`src/rtl/count_snapshot_fifo.sv`:
```
// Snapshot FIFO for a free-running counter: each capture stores the counter value
// together with a tag that records whether the counter wrapped since the previous capture.
module count_snapshot_fifo #(
  parameter int WIDTH = 4,
  parameter int DEPTH = 4,
  parameter int LVLW  = 3
) (
  input  logic             clk,
  input  logic             reset,
  input  logic [WIDTH-1:0] cnt_in,
  input  logic             capture,
  input  logic             clr_ovf,
  input  logic             rd_ready,
  output logic             rd_valid,
  output logic [WIDTH:0]   rd_data,
  output logic [LVLW-1:0]  level,
  output logic             full,
  output logic             overflow
);

  localparam int PTRW = $clog2(DEPTH);

  logic [WIDTH:0]   mem_q [DEPTH];
  logic [PTRW-1:0]  wr_ptr_q, wr_ptr_d;
  logic [PTRW-1:0]  rd_ptr_q, rd_ptr_d;
  logic [LVLW-1:0]  level_q, level_d;
  logic [WIDTH-1:0] prev_cnt_q;
  logic             wrap_pend_q, wrap_pend_d;
  logic             overflow_q, overflow_d;

  logic wrap_now;
  logic read_fire;
  logic wr_accept;
  logic wr_drop;

  assign full     = (level_q == LVLW'(DEPTH));
  assign rd_valid = (level_q != '0);
  assign level    = level_q;
  assign overflow = overflow_q;
  // Storage is not reset, so the head entry is masked until something has been written.
  assign rd_data  = rd_valid ? mem_q[rd_ptr_q] : '0;

  // NOTE: every signal assigned in always_comb gets a default first, so no path
  // leaves it unassigned and no latch is inferred.
  always_comb begin
    wrap_now    = (cnt_in < prev_cnt_q);
    read_fire   = rd_valid & rd_ready;
    wr_accept   = capture & (~full | read_fire);
    wr_drop     = capture & full & ~read_fire;

    wr_ptr_d    = wr_ptr_q;
    rd_ptr_d    = rd_ptr_q;
    level_d     = level_q;
    wrap_pend_d = wrap_pend_q;
    overflow_d  = overflow_q;

    if (wr_accept) wr_ptr_d = wr_ptr_q + PTRW'(1);
    if (read_fire) rd_ptr_d = rd_ptr_q + PTRW'(1);

    unique case ({wr_accept, read_fire})
      2'b10:   level_d = level_q + LVLW'(1);
      2'b01:   level_d = level_q - LVLW'(1);
      default: level_d = level_q;
    endcase

    // A wrap seen on the accepting edge is already in that entry's tag; otherwise
    // an accepted capture consumes the pending wrap.
    if (wr_accept) begin
      if (!wrap_now) wrap_pend_d = 1'b0;
    end else if (wrap_now) begin
      wrap_pend_d = 1'b1;
    end

    if (wr_drop)      overflow_d = 1'b1;
    else if (clr_ovf) overflow_d = 1'b0;
  end

  // NOTE: sequential state uses non-blocking assignments so every register samples
  // the pre-edge values of the others, independent of statement order.
  always_ff @(posedge clk or negedge reset) begin
    if (!reset) begin
      wr_ptr_q    <= '0;
      rd_ptr_q    <= '0;
      level_q     <= '0;
      prev_cnt_q  <= '0;
      wrap_pend_q <= 1'b0;
      overflow_q  <= 1'b0;
    end else begin
      wr_ptr_q    <= wr_ptr_d;
      rd_ptr_q    <= rd_ptr_d;
      level_q     <= level_d;
      prev_cnt_q  <= cnt_in;
      wrap_pend_q <= wrap_pend_d;
      overflow_q  <= overflow_d;
    end
  end

  // NOTE: the storage array has no reset; the level counter alone decides which
  // entries are meaningful, and leaving it unreset lets it map onto plain RAM.
  always_ff @(posedge clk) begin
    if (wr_accept) mem_q[wr_ptr_q] <= {wrap_pend_q | wrap_now, cnt_in};
  end

endmodule

```
`config.mk`:
```
export PLATFORM = sky130hd
export DESIGN_NAME = count_snapshot_fifo
export DESIGN_NICKNAME = d
export VERILOG_FILES = /design/src/rtl/count_snapshot_fifo.sv
export SDC_FILE = /design/constraint.sdc
export NUM_CORES = 1
export LEC_CHECK = 0
export ABC_AREA = 1
export CAP_MARGIN = 20
export CORE_UTILIZATION = 48
export DETAILED_ROUTE_END_ITERATION = 12
export PLACE_DENSITY = 0.85
export SYNTH_ARGS = -nofsm -noshare
export SYNTH_HDL_FRONTEND = slang
export SYNTH_SLANG_ARGS = --single-unit
```
`constraint.sdc`:
```
create_clock -name clk -period 1.3 [get_ports clk]
set_input_delay 0.39 -clock clk [delete_from_list [all_inputs] [get_ports clk]]
set_output_delay 0.39 -clock clk [all_outputs]
set_load 0.05 [all_outputs]
```
After elaboration in Yosys (flattened, before gate mapping)
Memories as Yosys holds them, arrays and structs flattened.
Index checks and enable logic that the tools add are counted.
- $add $sub $neg: 4
- mux-type cells: 9
- bitwise gates (word level): 8
- order comparisons: 1
- eq/ne operators: 4
- reduce and logical (&&, ||, !) cells: 5
- operators by type and width (cell ; number):
    2-to-1 mux 1 bit ; 7
    one-hot mux 3 bit (2 select lines) ; 1
    nonzero test 2 bit ; 3
    2-to-1 mux 5 bit ; 1
    adder 2 x 1 -> 2 bit (second input constant) ; 2
    AND 1 bit ; 4
    less-than comparator 4 bit ; 1
    adder 3 x 1 -> 3 bit (second input constant) ; 1
    equality test 3 bit (second input constant) ; 1
    nonzero test 3 bit ; 1
    subtractor 3 x 1 -> 3 bit (second input constant) ; 1
    equality test 2 x 1 -> 1 bit (second input constant) ; 1
    equality test 2 bit (second input constant) ; 1
    inequality test 2 bit (second input constant) ; 1
    NOT 1 bit ; 2
    bitwise OR 1 bit ; 2
    AND reduction 2 bit ; 1
- register bits after elaboration: 13
- input bits: 9
- bits in writable memories: 20
- memories kept: 1
- output and inout port bits: 11
- memories (memory ; words ; bits a word ; read ports ; clocked after Yosys merged registers in ; write ports ; line ; source):
    mem_q ; 4 ; 5 ; 1 ; 0 ; 1 ; 23 ; logic [WIDTH:0] mem_q [DEPTH];

Logic depth before layout (Yosys ltp)
Gate-level depths: netlist (run 1).
- depth after elaboration: 6
- depth in mapped cells: 9
- mapped depth without buffers: 9

Least setup slack after synthesis (run 1)
Ideal clock, no wire load.
- kind: register -> output
- from: register level_q[2], in the netlist level[2]
- to: output port rd_data[0]
- arrival time: 1.861 ns
- stages on the path, launching flop included: 5
- path slack: -0.951 ns
- required time: 0.910 ns
- cells stage by stage: dfrtp_1 -> inv_2 -> nand2_4 -> inv_1 -> a21oi_1
- cells in the longest elaborated chain, start to end: 2
- ends and longest elaborated chain (item ; line ; source):
    start, declared ; 26 ; logic [LVLW-1:0] level_q, level_d;
    start signal, assigned ; 91 ; level_q <= level_d;
    nonzero test 3 bit ; 37 ; assign rd_valid = (level_q != '0);
    named net rd_valid ; 14 ; output logic rd_valid,
    2-to-1 mux 5 bit ; 41 ; assign rd_data = rd_valid ? mem_q[rd_ptr_q] : '0;
    end, declared ; 15 ; output logic [WIDTH:0] rd_data,
The timed path passes the listed nets, and every way through them passes these cells.

Worst setup path after layout (run 1)
- from: register rd_ptr_q[1]
- to: output port rd_data[0]
- cells in the longest elaborated chain, start to end: 2
- ends and longest elaborated chain (item ; line ; source):
    start, declared ; 25 ; logic [PTRW-1:0] rd_ptr_q, rd_ptr_d;
    start signal, assigned ; 90 ; rd_ptr_q <= rd_ptr_d;
    memory read (4 x 5 bit) ; - ;
    2-to-1 mux 5 bit ; 41 ;
Every way passes these cells.

==> impl_results.md, run 1 <==
* Status: complete, but fails checks
* Violated checks: setup timing
* Placed Area at 2150 um2
* Routed Antenna Nets at 0
* Setup Skew at 18.0 ps
* M1 WL at between 1.5 and 2 mm
* Area of the mapped netlist at roughly 1500 um2
* DR pass1 iterations at 4
* Setup Total Neg Slack at -11750 ps
* Reg2Reg Launch Point: level[1]
* Dpl hpwl at 2.42 mm
* CP Class: flop to output port
* Vias in the first global route at about 1300
* Critical path's largest stage delay at approximately 460 ps
* CP Data Arrival Time at 1540 ps
* DRT iter0 DRCs at 87
* Met2 Wirelength at 2.24 mm
* Total CTS buffers at 5
* Layout cells sized above 1 at 58.6%
* DR vias at 1279
* Most frequent cells in the layout: 20 x edfxtp_1, 18 x inv_1, 17 x buf_4
* N_diodes at 0
* Net count after synthesis at 166
* Fin. Hold Viols at 0
* DR WL/cell at 17.5 um
* Placer Congestion at 0.762
* Peak supply drop at 0.00104 V
* GR Overflow Total at 0
* CTS tree: built
* Fin util at around four fifths
* Drt drc at 0
* Initial antenna violation count at 0
* Area leader, netlist: edfxtp_1
* Layout Nets at about 220
* Mean Syn Cell Area at around 10 um2
* Max cap viols at 0
* Row cnt at 20
* Io pins at 20
* Cells after synthesis at 149
* Sequential-to-total area share from yosys stat at 60.1%
* Critical path's slowest cell: dfrtp_2
* Met3 Wirelength at 203 um
* Die height at ~59 um
* Die Area at 3440 um2
* H-tree depth at 2
* Required @ worst endpoint at 910 ps
* Most common cell after layout, fill and taps aside: edfxtp_1
* Setup WS post-layout at -631 ps
* Pin count of the biggest net entering global routing at 14
* Cells along the critical path: inv_1 -> nor2_1 -> o21ai_2 -> a21oi_4 -> buf_12
* Worst-path fanout max at 7
* Combinational Power Share at between 60% and 70%
* Clk pin slew, worst setup/hold paths at 120 ps
* Pint at 3.68 mW
* First-pass GRT wire length at 6.15 mm
* LEAKAGE at 1.06 nW
* CTS Hold Bufs at 0
* Clock group share of total power at 8.4%
* DIE WIDTH at slightly below 60 um
* Cell area after layout at 2490 um2
* Fmax at 518 MHz
* Worst r2r dst: mem_q[0][0]
* Via density at slightly above 5
* Synth unique cells at 21
* Synth Warn # at 0
* RSZ-0062 raised after global routing: yes
* CP endpoint kind: output port
* CTS sink cnt at 33
* Core ar. at 3050 um2
* Critical path launch point type: flop
* Worst-margin pin slew at roughly 240 ps
* HP Class: input port to async pin
* #FFs+latches synth at 33
* Routed WL at between 4 and 5 mm
* Initial Utilization at about half
* Area grow syn2layout at 61.8%
* Seq pwr share at between 20% and 30%
* Clock Tree Buf Depth at 2
* Slew HR at 83.9%
* Pwr per Cell Area at 2750 nW/um2
* Post-synth top area share at slightly below 40%
* Synth area leaders: edfxtp_1 39%, dfrtp_1 21%, nor2_1 6.1%
* Slew Viols, Final at 0
* Buffers on Ports at 19
* Latest clock arrival within the worst-skew pair at around 340 ps
* Post-route minimum period at 1930 ps
* CTS Root Cell: clkbuf_4
* GRT Util Overall at 25.1%
* Highest Signal Layer: met4
* Sw Ratio at approximately 46%
* Ratio of final minimum period to clock period at 149%
* Reg2reg path depth at 9
* Switching Power at 3.17 mW
* Reg-to-reg setup timing slack at -320 ps
* Final setup vio count at 37
==> synthesized netlist by cell type <==
cell and number:
nor2_1 25, nand2_2 4, nand3_1 4, nor2_2 1, ha_1 7, o21ai_1 7, nand2_1 17, xor2_1 2
inv_4 1, a21oi_1 7, nand3b_2 1, nand2_4 3, nand3_2 1, dfrtp_1 13, nor2_4 1, fa_1 1
buf_2 3, inv_2 3, inv_1 22, o21ai_0 6, edfxtp_1 20
==> sequential cells by signal (all words and copies together), names as in the netlist <==
| register | cells |
|---|---|
| level | 3 |
| rd_ptr_q | 2 |
| overflow | 1 |
| prev_cnt_q | 4 |
| mem_q | 20 |
| wrap_pend_q | 1 |
| wr_ptr_q | 2 |
==> cell type report <==
| type | count | area [um2] |
|---|---|---|
| Inverter | 26 | 124 |
| Clock buffer | 6 | 41.3 |
| Clock inverter | 2 | 10.0 |
| Tap cell | 44 | 55.1 |
| Fill cell | 149 | 559 |
| Sequential cell | 33 | 932 |
| Multi-Input combinational cell | 87 | 767 |
| Timing Repair Buffer | 49 | 564 |
==> cells by family after synthesis <==
kind of cell | after synthesis | share of synthesized area [%]
AO/OA/AOI/OAI | 20 | 6.49
XOR/XNOR | 2 | 1.14
adder cells (fa/ha/maj) | 8 | 6.98
buffers and inverters | 29 | 7.47
flip-flops | 33 | 60.1
AND/OR/NAND/NOR | 57 | 17.9
==> worst max path at each step <==
| stage | startpoint | endpoint |
|---|---|---|
| 2_1_floorplan | level[1] | rd_data[0] |
| 3_3_place_gp | capture | level[1] |
| 3_5_place_dp | capture | level[2] |
| 4_1_cts | rd_ptr_q[0] | rd_data[4] |
| 5_1_grt | rd_ptr_q[0] | rd_data[3] |
| 6_report | rd_ptr_q[1] | rd_data[0] |
==> stage by stage <==
step / power, mW / worst slack [ps] / hold WS [ps] / std cells
5_1_grt: 7.13 / -701 / 344 / 247
3_3_place_gp: 5.13 / -453 / 562 / 231
2_1_floorplan: 3.72 / -462 / 94.4 / 149
3_5_place_dp: 5.27 / -526 / 582 / 231
4_1_cts: 6.18 / -568 / 356 / 242
6_report: 6.86 / -631 / 350 / 247
==> power by group through the flow <==
| stage | combinational, mW | clock, mW | sequential (mW) |
|---|---|---|---|
| final | 4.66 | 0.579 | 1.62 |
| after detailed placement | 3.68 | 0 | 1.59 |
| after CTS | 4.04 | 0.546 | 1.60 |
| after global placement | 3.56 | 0 | 1.56 |
| after floorplan | 1.99 | 0 | 1.73 |
| after global routing | 4.85 | 0.630 | 1.64 |
==> metal layers <==
metal	global-route usage, %	vias to the layer above
met1	29.7	640
li1	-	577
met4	12.6	0
met2	43.0	53
met3	5.93	9
met5	0	-
==> critical path: cells and delay by family, from the launching register on <==
family | cells | cell delay [ps]
flops | 1 | 460
buf+inv | 2 | 300
compound gates | 2 | 250
simple gates | 1 | 180
==> what timing repair did <==
item                                    4_1_cts  5_1_grt
endpoints found under the hold margin         0        0
resized for setup                            39       44
gates cloned                                  1        0
setup buffers                                 3        8
endpoints found under the setup margin       40       42
pin swaps                                    15       25
No activity file was read; power rests on OpenSTA's default activity.
==> inputs of run 2 (changes only) <==
--- a/config.mk
+++ b/config.mk
@@ -7,6 +7,7 @@
 export LEC_CHECK = 0
 export ABC_AREA = 1
 export CAP_MARGIN = 20
+export CORE_ASPECT_RATIO = 0.5
 export CORE_UTILIZATION = 48
 export DETAILED_ROUTE_END_ITERATION = 12
 export PLACE_DENSITY = 0.85
==> impl_results.md, run 2 (synthesis results as in run 1) <==
* Status: complete, but fails checks
* Violated checks: setup timing
* CTS sink cnt at 33 (unchanged)
* Family with the most delay on the worst path: flip-flops
* Clock Tree Buf Depth at 2 (unchanged)
* Required @ worst endpoint at 910 ps (about the same)
* CP endpoint kind: output port
* Die height at 42.1 um (-28%)
* First-pass GRT wire length at 7.60 mm (+24%)
* Drt drc at 0 (unchanged)
* Pwr per Cell Area at 2860 nW/um2 (+4.0%)
* Most common cell after layout, fill and taps aside: edfxtp_1
* Buf+Inv Stages, Crit Path at 2 (unchanged)
* Setup Skew at 6.56 ps (-11.5 ps)
* DR vias at 1362 (+6.5%)
* Fillers at 125 (-16%)
* Vias in the first global route at 1407 (+7.1%)
* Largest Register: mem_q
* Latest clock arrival within the worst-skew pair at 300 ps (-40 ps)
* WHS at 418 ps (+68.1 ps)
* Reg-to-reg setup timing slack at -420 ps (-100 ps)
* DIE WIDTH at 82.1 um (+40%)
* LEAKAGE at 1.14 nW (+7.7%)
* DRT iter0 DRCs at 123 (+41%)
* Fmax at 529 MHz (+2.2%)
* Max reg flops at 20 (unchanged)
* Initial Utilization at 50.9% (+0.38 points)
* Initial antenna violation count at 0 (unchanged)
* CP Class: flop to output port
* Total CTS buffers at 5 (unchanged)
* GR Overflow Total at 0 (unchanged)
* Die Area at 3460 um2 (+0.39%)
* Multi-input gate area at 806 um2 (+5.1%)
* Worst-margin pin slew at 242 ps (+0.859 ps)
* Most frequent CP cell: nor2_2
* Fin. Hold Viols at 0 (unchanged)
* Final setup vio count at 43 (+16%)
* Post-route minimum period at 1890 ps (-41.9 ps)
* Max cap viols at 0 (unchanged)
* Critical path's largest stage delay at 440 ps (-20 ps)
* Area grow syn2layout at 72.2%
* DR WL/cell at 21.4 um (+22%)
* GRT Util Overall at 33.2% (+8.0 points)
* Critical path's slowest cell: dfrtp_2
* Worst-path fanout max at 5 (-2)
* Placer Congestion at 0.790 (+3.7%)
* Placed Area at 2150 um2 (+0.12%)
* N_diodes at 0 (unchanged)
* Row cnt at 14 (-30%)
* H-tree depth at 2 (unchanged)
* HP Class: input port to async pin
* Pin count of the biggest net entering global routing at 14 (unchanged)
* Critical path launch point type: flop
* CTS tree: built
* Most frequent cells in the layout: 20 x edfxtp_1, 18 x buf_4, 17 x buf_6
* Io pins at 20 (unchanged)
* CP Data Arrival Time at 1500 ps (-40 ps)
* DR pass1 iterations at 4 (unchanged)
* Clk pin slew, worst setup/hold paths at 80 ps (-40 ps)
* Routed Antenna Nets at 0 (unchanged)
* Routed WL at 5.32 mm (+23%)
* RSZ-0062 raised after global routing: yes
* FF/Latch Area at 932 um2 (unchanged)
* Ratio of final minimum period to clock period at 145% (-3.2 points)
* Buffers on Ports at 19 (unchanged)
* Slew HR at 83.8% (about the same)
* Core ar. at 3030 um2 (-0.74%)
* Cells along the critical path: buf_6 -> nor2_2 -> nor2_2 -> o21ai_2 -> a21oi_4 -> buf_12
* Peak supply drop at 0.00217 V (+110%)
* Slew Viols, Final at 0 (unchanged)
* Cell area after layout at 2650 um2 (+6.4%)
* Setup WS post-layout at -589 ps (+41.9 ps)
* CTS Root Cell: clkbuf_8
* Layout cells sized above 1 at 62.2% (+3.6 points)
* Layout Nets at 225 (+2.7%)
* Via density at 5.47 (+5.6%)
* Dpl hpwl at 2.40 mm (-0.92%)
## run 2: cell types whose count changed in the layout (fill, tap and decap cells not counted), sizes merged
cell           delta
inv               +1
dlygate4sd2       -1
buf               +6
clkdlybuf4s50     -1
bufinv            +1
clkinv            -2
dlymetal6s2s      +2
## run 2: through the flow
step	instances	setup TNS (ps)	setup slack [ps]	total power, mW	utilization (%)
5_1_grt	249	-13810	-626	7.86	87.6
3_5_place_dp	228	-15430	-524	5.29	71.1
6_report	249	-12400	-589	7.59	87.6
4_1_cts	248	-10170	-512	7.00	83.4
3_3_place_gp	228	-14160	-462	5.17	71.1
2_1_floorplan	149	-6530	-462	3.72	-
## run 2: routing by layer
layer / wire length [um] / GRT usage, %
met1: 2100 / 38.9
met2: 2540 / 54.9
met3: 459 / 9.57
met4: 214 / 18.2
met5: 0 / 0
## run 2: area by class of cell
cell class,instances,share of cell area (%)
flip-flops and latches,33,35.1
multi-input cells,87,30.4
repair buffers,55,24.2
inverters,26,4.38
clock buffers,6,2.73
well taps,40,1.89
clock inverters,2,1.27
## run 2: final timing paths
path,startpoint,end,cells after the start
worst max-delay path,rd_ptr_q[0],rd_data[3],6
worst min-delay path,reset,prev_cnt_q[1],2
worst max register to register,level[0],level[1],9
worst min register to register,overflow,overflow,2
max in group asynchronous,reset,rd_ptr_q[1],2
min in group clk,cnt_in[0],prev_cnt_q[0],2
## run 2: power breakdown
group | internal (mW) | switching, mW
Sequential | 1.41 | 0.231
Clock | 0.566 | 0.419
Combinational | 2.26 | 2.70
## run 2: what timing repair did
| item | CTS | global route |
|---|---|---|
| pin swaps | 20 | 18 |
| resized for setup | 54 | 49 |
| hold buffers | 0 | 0 |
| endpoints found under the setup margin | 40 | 43 |
| buffers inserted | 14 | 13 |
==> inputs of run 3 (changes only) <==
--- a/config.mk
+++ b/config.mk
@@ -8,9 +8,10 @@
 export ABC_AREA = 1
 export CAP_MARGIN = 20
 export CORE_ASPECT_RATIO = 0.5
-export CORE_UTILIZATION = 48
+export CORE_UTILIZATION = 54
 export DETAILED_ROUTE_END_ITERATION = 12
-export PLACE_DENSITY = 0.85
+export GPL_ROUTABILITY_DRIVEN = 1
+export PLACE_DENSITY = 0.89
 export SYNTH_ARGS = -nofsm -noshare
 export SYNTH_HDL_FRONTEND = slang
 export SYNTH_SLANG_ARGS = --single-unit
==> constraint.sdc (replaced) <==
create_clock -name clk -period 2 [get_ports clk]
set_input_delay 0.6 -clock clk [delete_from_list [all_inputs] [get_ports clk]]
set_output_delay 0.6 -clock clk [all_outputs]
set_load 0.05 [all_outputs]
==> impl_results.md, run 3 (synthesis results as in run 1) <==
* Status: complete, but fails checks
* Violated checks: setup timing
* Top Usage Layer GRT: met2
* DIE WIDTH at 77.6 um (-5.6%)
* Worst-path fanout max at 6 (+1)
* Slew Viols, Final at 0 (unchanged)
* FF/Latch Area at 932 um2 (unchanged)
* Worst-margin pin slew at 309 ps (+66.8 ps)
* Hold_sp: overflow
* Layout cells sized above 1 at 43.6% (-19 points)
* Reg2Reg Launch Point: prev_cnt_q[3]
* CTS sink cnt at 33 (unchanged)
* Worst r2r dst: wrap_pend_q
* Drt drc at 0 (unchanged)
* Io pins at 20 (unchanged)
* HP Class: flop to flop
* N_diodes at 0 (unchanged)
* Row cnt at 13 (-1)
* DR vias at 1277 (-6.2%)
* Fmax at roughly 480 MHz
* CTS Hold Bufs at 0 (unchanged)
* Routed Antenna Nets at 0 (unchanged)
* Via density at 5.50 (+0.63%)
* Routed WL at 4.67 mm (-12%)
* CTS tree: built
* First-pass GRT wire length at 6.52 mm (-14%)
* Global-route track usage on met2 at 59.3% (+4.4 points)
* Max cap viols at 0 (unchanged)
* Die height at 39.8 um (-5.4%)
* Latest clock arrival within the worst-skew pair at 290 ps (about the same)
* CP Class: flop to output port
* WHS at 562 ps (+144 ps)
* Ratio of final minimum period to clock period at 104%
* Critical path's largest stage delay at 450 ps (about the same)
* Setup WS post-layout at -85.7 ps (+503 ps)
* Initial Utilization at 58.1% (+7.3 points)
* Area grow syn2layout at 43.7%
* Most common cell after layout, fill and taps aside: buf_4
* Setup WS pre-CTS at -23.0 ps (+501 ps)
* Reg-to-reg setup timing slack at 500 ps (+920 ps)
* Vias in the first global route at 1282 (-8.9%)
* Multi-input gate area at 613 um2 (-24%)
* H-tree depth at 2 (unchanged)
* Critical path launch point type: flop
* Required @ worst endpoint at 1400 ps (+490 ps)
* Cells along the critical path: buf_6 -> nor2_1 -> nor2_1 -> o21ai_1 -> a21oi_4 -> buf_12
* Pwr per Cell Area at 1860 nW/um2 (-35%)
* Met3 Resource Use GR at 8.14% (-1.4 points)
* Setup Skew at 5.71 ps (-0.847 ps)
* Post-route minimum period at 2090 ps
* Family with the most delay on the worst path: flip-flops
* Reg2reg path depth at 7 (-2)
* DR WL/cell at 20.1 um (-5.8%)
* Met1 Usage GRT at 35.3% (-3.6 points)
* Pin count of the biggest net entering global routing at 14 (unchanged)
* Hold path depth at 2
* GR Overflow Total at 0 (unchanged)
* GRT Util Overall at 31.4% (-1.7 points)
* Final setup vio count at 5 (-88%)
* Total CTS buffers at 5 (unchanged)
* RSZ-0062 raised after global routing: yes
* CTS Root Cell: clkbuf_8
* Most frequent CP cell: nor2_1
* Largest Register: mem_q
* Critical path's slowest cell: dfrtp_2
* Die Area at 3090 um2 (-11%)
* Hold Path Sink: overflow
* Peak supply drop at 0.00116 V (-46%)
* Buf+Inv Stages, Crit Path at 2 (unchanged)
* Initial antenna violation count at 0 (unchanged)
* Clk pin slew, worst setup/hold paths at 60 ps (-20 ps)
* Core ar. at 2650 um2 (-13%)
* Buffers on Ports at 19 (unchanged)
* Placer Congestion at 0.772 (-2.3%)
* LEAKAGE at 0.987 nW (-14%)
* Fin. Hold Viols at 0 (unchanged)
* Layout Nets at 211 (-6.2%)
* Clock Tree Buf Depth at 2 (unchanged)
* CP Data Arrival Time at 1490 ps (about the same)
* Slew HR at 79.4% (-4.4 points)
* DRT iter0 DRCs at 144 (+17%)
* DR pass1 iterations at 4 (unchanged)
* CP endpoint kind: output port
* Max reg flops at 20 (unchanged)
* Dpl hpwl at 2.50 mm (+4.1%)
* Most frequent cells in the layout: 24 x buf_4, 20 x inv_1, 20 x edfxtp_1
* Fillers at 128 (+2.4%)
==> run 3: worst max path at each step <==
stage                 from    endpoint  slack (ps)  cells past startpoint
2_1_floorplan     level[2]  rd_data[0]          10                      4
3_3_place_gp       capture    level[1]          20                      6
3_5_place_dp       capture    level[1]         -20                      6
4_1_cts        rd_ptr_q[0]  rd_data[3]         -40                      6
5_1_grt        rd_ptr_q[0]  rd_data[0]        -120                      6
6_report       rd_ptr_q[0]  rd_data[0]         -90                      6
==> run 3: area by class of cell <==
class / instances / area share (%)
sequential: 33 / 42.1
multi-input combinational: 87 / 27.7
timing repair buffer: 41 / 18.7
inverter: 26 / 4.63
clock buffer: 6 / 3.28
tap: 37 / 2.09
clock inverter: 2 / 1.53
==> run 3: tightest hold or removal path: stages (launching register included) <==
cell and delay, ps:
dfrtp_1 380, inv_1 50, o21ai_0 80
==> run 3: layer usage <==
layer / up-vias / share of wire [%]
li1: 566 / -
met1: 613 / 41
met2: 89 / 49
met3: 9 / 7.8
met4: 0 / 1.7
met5: - / 0
==> run 3: metrics by stage <==
step	power (mW)	instance area (um2)	instances	utilization (%)	setup TNS (ps)
after floorplan	2.32	1600	149	-	0
after global placement	3.03	1980	216	74.5	0
after detailed placement	3.13	1980	216	74.5	-50.6
after CTS	3.96	2170	232	81.7	-98.1
after global routing	4.29	2210	232	83.5	-498
final	4.13	2210	232	83.5	-295
==> run 3: timing repair <==
item                                    in CTS  in global routing
buffers inserted                             7                  0
gates cloned                                 1                  0
pin swaps                                    2                  9
endpoints found under the setup margin       5                  5
resized for setup                           16                 17
==> run 3: where the power goes <==
group	switching, mW	total (mW)	internal [mW]
clock network	0.241	0.609	0.368
registers	0.126	1.04	0.915
logic	1.49	2.48	0.993
